## config.mk

```make
export PLATFORM = sky130hd
export DESIGN_NAME = rr_enc_arbiter
export DESIGN_NICKNAME = d
export VERILOG_FILES = /design/src/rtl/rr_enc_arbiter.sv
export SDC_FILE = /design/constraint.sdc
export NUM_CORES = 1
export LEC_CHECK = 0
export CORE_AREA = 2 2 59 61
export DETAILED_ROUTE_END_ITERATION = 8
export DIE_AREA = 0 0 61 63
export SLEW_MARGIN = 15
export SYNTH_ARGS = -nofsm -noshare
export SYNTH_HDL_FRONTEND = slang
export SYNTH_SLANG_ARGS = --single-unit
```

## constraint.sdc

```tcl
create_clock -name clk -period 2.7 [get_ports clk]
set_input_delay 0.27 -clock clk [delete_from_list [all_inputs] [get_ports clk]]
set_output_delay 0.27 -clock clk [all_outputs]
set_load 0.02 [all_outputs]
```

## src/rtl/rr_enc_arbiter.sv

```systemverilog
// rr_enc_arbiter
//   Round-robin arbiter for four requesters in front of an encoded-index
//   selector. It grants one requester at a time and reports the winner both
//   one-hot and as a 2-bit index. All outputs are registered.
//   A hold limit caps how long one owner may keep the resource. There is
//   always one idle cycle between consecutive grants.
//
// Parameters
//   HOLD_MAX : maximum consecutive grant cycles per grant, 0 = unlimited
//   CNT_W    : hold counter width, 2**CNT_W must exceed HOLD_MAX
//
// Ports
//   clk     : rising-edge clock
//   rst     : synchronous active-high reset
//   req     : request vector, req[i]=1 means requester i wants the resource
//   gnt     : one-hot grant (registered)
//   gnt_idx : encoded owner index, 0 when no grant is held (registered)
//   gnt_vld : high while a grant is held
//   preempt : one-cycle pulse on the idle cycle after a hold-limit release
//
// state | meaning
// ------+-----------------------------------------------------------------
// IDLE  | no owner; arbitrate from ptr on the next edge if any req is set
// GRANT | owner gnt_idx holds the resource; release on drop or hold limit
module rr_enc_arbiter #(
  parameter int unsigned HOLD_MAX = 8,
  parameter int unsigned CNT_W    = 4
) (
  input  logic       clk,
  input  logic       rst,
  input  logic [3:0] req,
  output logic [3:0] gnt,
  output logic [1:0] gnt_idx,
  output logic       gnt_vld,
  output logic       preempt
);

  typedef enum logic {
    IDLE  = 1'b0,
    GRANT = 1'b1
  } state_t;

  localparam bit             UNLIMITED = (HOLD_MAX == 0);
  localparam logic [CNT_W-1:0] HOLD_LIM = CNT_W'(HOLD_MAX);
  localparam logic [CNT_W-1:0] CNT_ONE  = CNT_W'(1);
  localparam logic [CNT_W-1:0] CNT_SAT  = '1;

  state_t           state, state_nxt;
  logic [1:0]       ptr, ptr_nxt;
  logic [CNT_W-1:0] hold_cnt, hold_cnt_nxt;
  logic [3:0]       gnt_nxt;
  logic [1:0]       gnt_idx_nxt;
  logic             gnt_vld_nxt;
  logic             preempt_nxt;

  logic [3:0]       req_rot;
  logic [1:0]       win_off;
  logic [1:0]       win;
  logic             own_req;
  logic             hold_at_lim;

  // Rotate the request vector so that bit 0 is the requester at ptr.
  // A plain priority encode of the rotated vector then gives the offset
  // from ptr, and the 2-bit add wraps the offset back to an absolute index.
  always_comb begin
    req_rot = req;
    case (ptr)
      2'd0: req_rot = req;
      2'd1: req_rot = {req[0],   req[3:1]};
      2'd2: req_rot = {req[1:0], req[3:2]};
      2'd3: req_rot = {req[2:0], req[3]};
      default: req_rot = req;
    endcase
  end

  always_comb begin
    win_off = 2'd0;
    casez (req_rot)
      4'b???1: win_off = 2'd0;
      4'b??10: win_off = 2'd1;
      4'b?100: win_off = 2'd2;
      4'b1000: win_off = 2'd3;
      default: win_off = 2'd0;
    endcase
  end

  assign win         = ptr + win_off;
  assign own_req     = req[gnt_idx];
  assign hold_at_lim = !UNLIMITED && (hold_cnt == HOLD_LIM);

  always_comb begin
    state_nxt    = state;
    ptr_nxt      = ptr;
    hold_cnt_nxt = hold_cnt;
    gnt_nxt      = gnt;
    gnt_idx_nxt  = gnt_idx;
    gnt_vld_nxt  = gnt_vld;
    preempt_nxt  = 1'b0;

    case (state)
      IDLE: begin
        if (|req) begin
          state_nxt    = GRANT;
          gnt_nxt      = 4'b0001 << win;
          gnt_idx_nxt  = win;
          gnt_vld_nxt  = 1'b1;
          hold_cnt_nxt = CNT_ONE;
        end
      end

      GRANT: begin
        if (!own_req || hold_at_lim) begin
          // The releasing owner goes to the back of the queue. A forced
          // release is the only case where the owner still wants the
          // resource, so own_req doubles as the preempt flag.
          state_nxt    = IDLE;
          gnt_nxt      = 4'b0000;
          gnt_idx_nxt  = 2'd0;
          gnt_vld_nxt  = 1'b0;
          ptr_nxt      = gnt_idx + 2'd1;
          hold_cnt_nxt = '0;
          preempt_nxt  = own_req;
        end else begin
          // When limited, the counter never passes HOLD_LIM because the
          // release fires first. When unlimited, it parks at all-ones.
          if (hold_cnt != CNT_SAT) begin
            hold_cnt_nxt = hold_cnt + CNT_ONE;
          end
        end
      end

      default: begin
        state_nxt = IDLE;
      end
    endcase
  end

  always_ff @(posedge clk) begin
    if (rst) begin
      state    <= IDLE;
      ptr      <= 2'd0;
      hold_cnt <= '0;
      gnt      <= 4'b0000;
      gnt_idx  <= 2'd0;
      gnt_vld  <= 1'b0;
      preempt  <= 1'b0;
    end else begin
      state    <= state_nxt;
      ptr      <= ptr_nxt;
      hold_cnt <= hold_cnt_nxt;
      gnt      <= gnt_nxt;
      gnt_idx  <= gnt_idx_nxt;
      gnt_vld  <= gnt_vld_nxt;
      preempt  <= preempt_nxt;
    end
  end

endmodule

```

[After elaboration in Yosys (flattened, before gate mapping)]
Index checks and enable logic that the tools add are counted.
Word-level totals
  word-level logic and storage cells: 53
  output and inout port bits: 8
  register bits after elaboration: 15
Cells by class
  $add $sub $neg: 3
  shift operators: 1
  eq/ne operators: 11
  muxes and demuxes: 20
  bitwise logic cells: 2
  order comparisons: 1
  reduce and logical (&&, ||, !) cells: 8
Operator list (count)
  $mux 4: 5
  $pmux 4 s2: 2
  $pmux 4 s4: 1
  $eq 4x4->1 const B: 2
  $eq 2x2->1 const B: 3
  $pmux 2 s3: 1
  $reduce_and 2->1: 3
  $mux 1: 5
  $add 4x1->4 const B: 1
  $mux 2: 2
  $ne 4x4->1 const B: 1
  $pmux 1 s2: 2
  $pmux 2 s2: 1
  $reduce_or 4->1: 1
  $shl 1x2->4 const A: 1
  $eq 3x3->1 const B: 1
  $lt 2x3->1 const B: 1
  $ne 3x1->1 const B: 1
  $reduce_or 3->1: 1
  $add 2x1->2 const B: 1
  $add 2x2->2: 1
  $bmux 1 s2: 1
  $eq 2x1->1 const B: 1
  $logic_not 2->1: 1
  other kinds (5): 6

[Depth between registers and ports, before layout]
  depth after elaboration: 8
  gate-level depth with buffers: 10
  gate-level depth less buffers: 9

[Worst setup path after synthesis]
No wires, ideal clock.
  path type: flip-flop to flip-flop
  start: reg ptr[0]
  end: reg gnt[0]
  stages on the path, launching flop included: 8
  path slack: 783 ps
  data required time: 2583 ps
  library setup time: 117 ps
  arrival: 1799 ps
  buffers on the path: 1
  cells stage by stage: dfxtp_1 > clkbuf_1 > or4_1 > o2111ai_1 > ha_1 > xor2_1 > xnor2_1 > a32o_1
Between the ends
  cells in the longest elaborated chain, start to end: 8
  elaborated cells on any way between the ends: 13
Ends and longest elaborated chain
  start, declared: line 49  | logic [1:0] ptr, ptr_nxt;
  start signal, assigned: line 149  | ptr <= ptr_nxt;
  $eq 2x2->1 (tied with other cells): line 67  | case (ptr)
  $pmux 4 s4: line 67
  $eq 4x4->1 (tied with other cells): line 78  | casez (req_rot)
  $pmux 2 s3: line 78
  $add 2x2->2 *: line 87  | assign win = ptr + win_off;
  $shl 1x2->4 *: line 104  | gnt_nxt = 4'b0001 << win;
  $mux 4 *: line 102  | if (|req) begin
  $pmux 4 s2 *: line 100  | case (state)
  end signal, assigned: line 151  | gnt <= gnt_nxt;
  end, declared: line 32  | output logic [3:0] gnt,
Mark *: on every way between the ends. The rest lies on a longest branch, timed or not. The select of a mux whose other input is x is not followed.
A chain may end at the register's enable or synchronous reset.

[Worst setup path in the final report]
  start: in req[0]
  end: reg gnt[0]
Between the ends
  cells in the longest elaborated chain, start to end: 7
  elaborated cells on any way between the ends: 17
Ends and longest elaborated chain
  start, declared: line 31  | input logic [3:0] req,
  $pmux 4 s4: line 67
  $eq 4x4->1 (tied with other cells): line 78
  $pmux 2 s3: line 78
  $add 2x2->2: line 87
  $shl 1x2->4: line 104
  $mux 4: line 102
  $pmux 4 s2: line 100
Parallel ways exist; a longest one is shown, timed or not. The select of a mux whose other input is x is not followed.

==> metrics <==
status complete, no violations; Root Driver clkbuf_4; final setup violating endpoints 0; number of I/O pins 14; design area 1030 um^2; Req. time, crit path 2880 ps; layout cells sized above 1 0.104; r2r setup slk 720 ps; CP Data Arrival Time 2280 ps; Worst Setup SP req[0]; Core ar. 3230 um^2; gpl congestion 0.834; clk buf depth 2; Post-Syn Area 866 um^2; DRC Markers 0; post-route clock period utilization 0.778; DP Area 1000 um^2; register bit count reported by yosys 15; Synth Net Count 113; Synthesis Warnings 0; Worst Path Max Fanout 9; combinational share of power 0.310; Post-synth EDFFs 0; cell row count 21; Pwr per Cell Area 571 nW/um^2; Synth Instances 104; TritonCTS buffer count 3; post-synthesis sequential area ratio 0.347; P&R area growth vs syn 19.2%; clock power share 0.221; # nets final 125; largest net degree at the start of global routing 13; postcts setup bufs 0; port bufs 13; Reg power frac 0.469; Worst VDD drop 0.269 mV; Total Power 589 uW; ys flop type dfxtp_1; DR vias 772; Reg clk slew, reported paths 90 ps; Max-Cap Viols 0; initial antenna violation count 0; Final Hold Vio Count 0; CTS Sinks 15; total die area 3840 um^2; die width 61 um; synth unique cells 37; n_diodes 0; drt pass-1 iters 4; Reg-to-Reg Start ptr[0]$_SDFFE_PP0P_; post-route ant nets 0; Switch Pwr 199 uW; Post-CTS Resized 0; CP Class in -> reg; Sw Ratio 0.338; worst hold start gnt[2]$_SDFFE_PP0P_; vias per cell 4.80; First DRT Iteration DRCs 60; Setup crit end kind flip-flop; Final HPWL DP 1270 um; Synth Area per Inst 8.33 um^2; Slew headroom 0.645; grt ovf 0; RSZ-0062 raised after global routing no; vias in the first global route 671; hold_buf cts 0; H-tree levels 1; Final Max Tran Viols 0; worst min path class reg -> reg; Worst Clk Skew 1.21 ps; Setup TNS Final 0 ps; startpoint class of the critical path input port; Final min period 2100 ps; Starting Density 0.268; wire per inst 10.9 um; Routed WL 1750 um; static leakage 0.361 nW; Slew @ Worst Pin 530 ps; gr usage total 0.0978; first-pass GRT wire length 2980 um; Async S/R FF share, synth 0; Pint 390 uW; clk_lat worst skew 280 ps; Peak Freq 0.476 GHz; Die Ht 63 um; CTS tree yes
final timing paths:
kind,to,depth (start not counted)
hold reg to reg,gnt[2]$_SDFFE_PP0P_,2
hold / removal,gnt[2]$_SDFFE_PP0P_,2
setup reg to reg,gnt[0]$_SDFFE_PP0P_,6
setup / recovery,gnt[0]$_SDFFE_PP0P_,7
logic make-up (layout without fill, tap and decap cells):
family | Yosys count | in the layout | synth area share
adders and majority gates | 3 | 3 | 0.0434
muxes | 1 | 1 | 0.0260
xor gates and xnor gates | 3 | 3 | 0.0304
AOI/OAI and AO/OA | 22 | 22 | 0.163
DFF | 15 | 15 | 0.347
and+or+nand+nor | 52 | 52 | 0.325
buffers and inverters | 8 | 19 | 0.0650
per-layer routing:
layer  up-vias  GRT usage  part of all wire
met5         -          0                 0
met1       355      0.121              0.47
met4         0     0.0217                 0
met3         0     0.0352             0.064
met2        26      0.160              0.47
li1        391          -                 -
synthesized netlist by cell type, types with 2 or more instances:
cell type	instances	area [um^2]
a211oi_1	2	15.0
a21oi_1	7	35.0
a32o_1	2	20.0
buf_6	3	33.8
clkbuf_1	2	7.51
dfxtp_1	15	300
ha_1	3	37.5
inv_1	2	7.51
nand2_1	12	45.0
nand3_1	2	10.0
nor2_1	16	60.1
nor3_1	3	15.0
nor3b_1	3	22.5
nor4_1	2	12.5
o21ai_0	5	25.0
or3_1	3	18.8
xnor2_1	2	17.5
cell usage in the layout, fill, tap and decap left out, types with 5 or more instances in the layout:
cell and n:
a21oi_1 7, clkdlybuf4s50_1 13, dfxtp_1 15, nand2_1 12, nor2_1 16, o21ai_0 5
metrics by stage:
step,cells,setup WS [ps],utilization,hold slack (ps)
2_1_floorplan,104,783,-,460
4_1_cts,161,621,0.319,478
3_3_place_gp,157,363,0.311,459
3_5_place_dp,157,318,0.311,463
5_1_grt,161,516,0.319,507
6_report,161,600,0.319,467
worst max-delay path, cell delays in order:
cell and delay, ps:
clkdlybuf4s50_1 560, or4_1 550, o2111ai_1 90, ha_1 190
xor2_1 190, xnor2_1 160, a32o_1 280
area by class of cell:
type	instances	area, um^2
Clock buffer	3	22.5
Clock inverter	1	5.00
Fill cell	346	2200
Inverter	2	7.51
Multi-Input combinational cell	81	509
Sequential cell	15	300
Tap cell	46	57.6
Timing Repair Buffer	13	130
power by group through the flow:
stage	clock [mW]	sequential, mW	combinational (mW)
after global placement	0	0.281	0.179
final	0.130	0.276	0.183
after CTS	0.138	0.276	0.185
after floorplan	0	0.292	0.114
after detailed placement	0	0.281	0.183
after global routing	0.148	0.282	0.202
state kept, by name (all words and copies together) (netlist names):
signal,flops
preempt,1
hold_cnt,4
state,1
gnt_idx,2
ptr,2
gnt,4
gnt_vld,1
No activity file was read; power rests on OpenSTA's default activity.
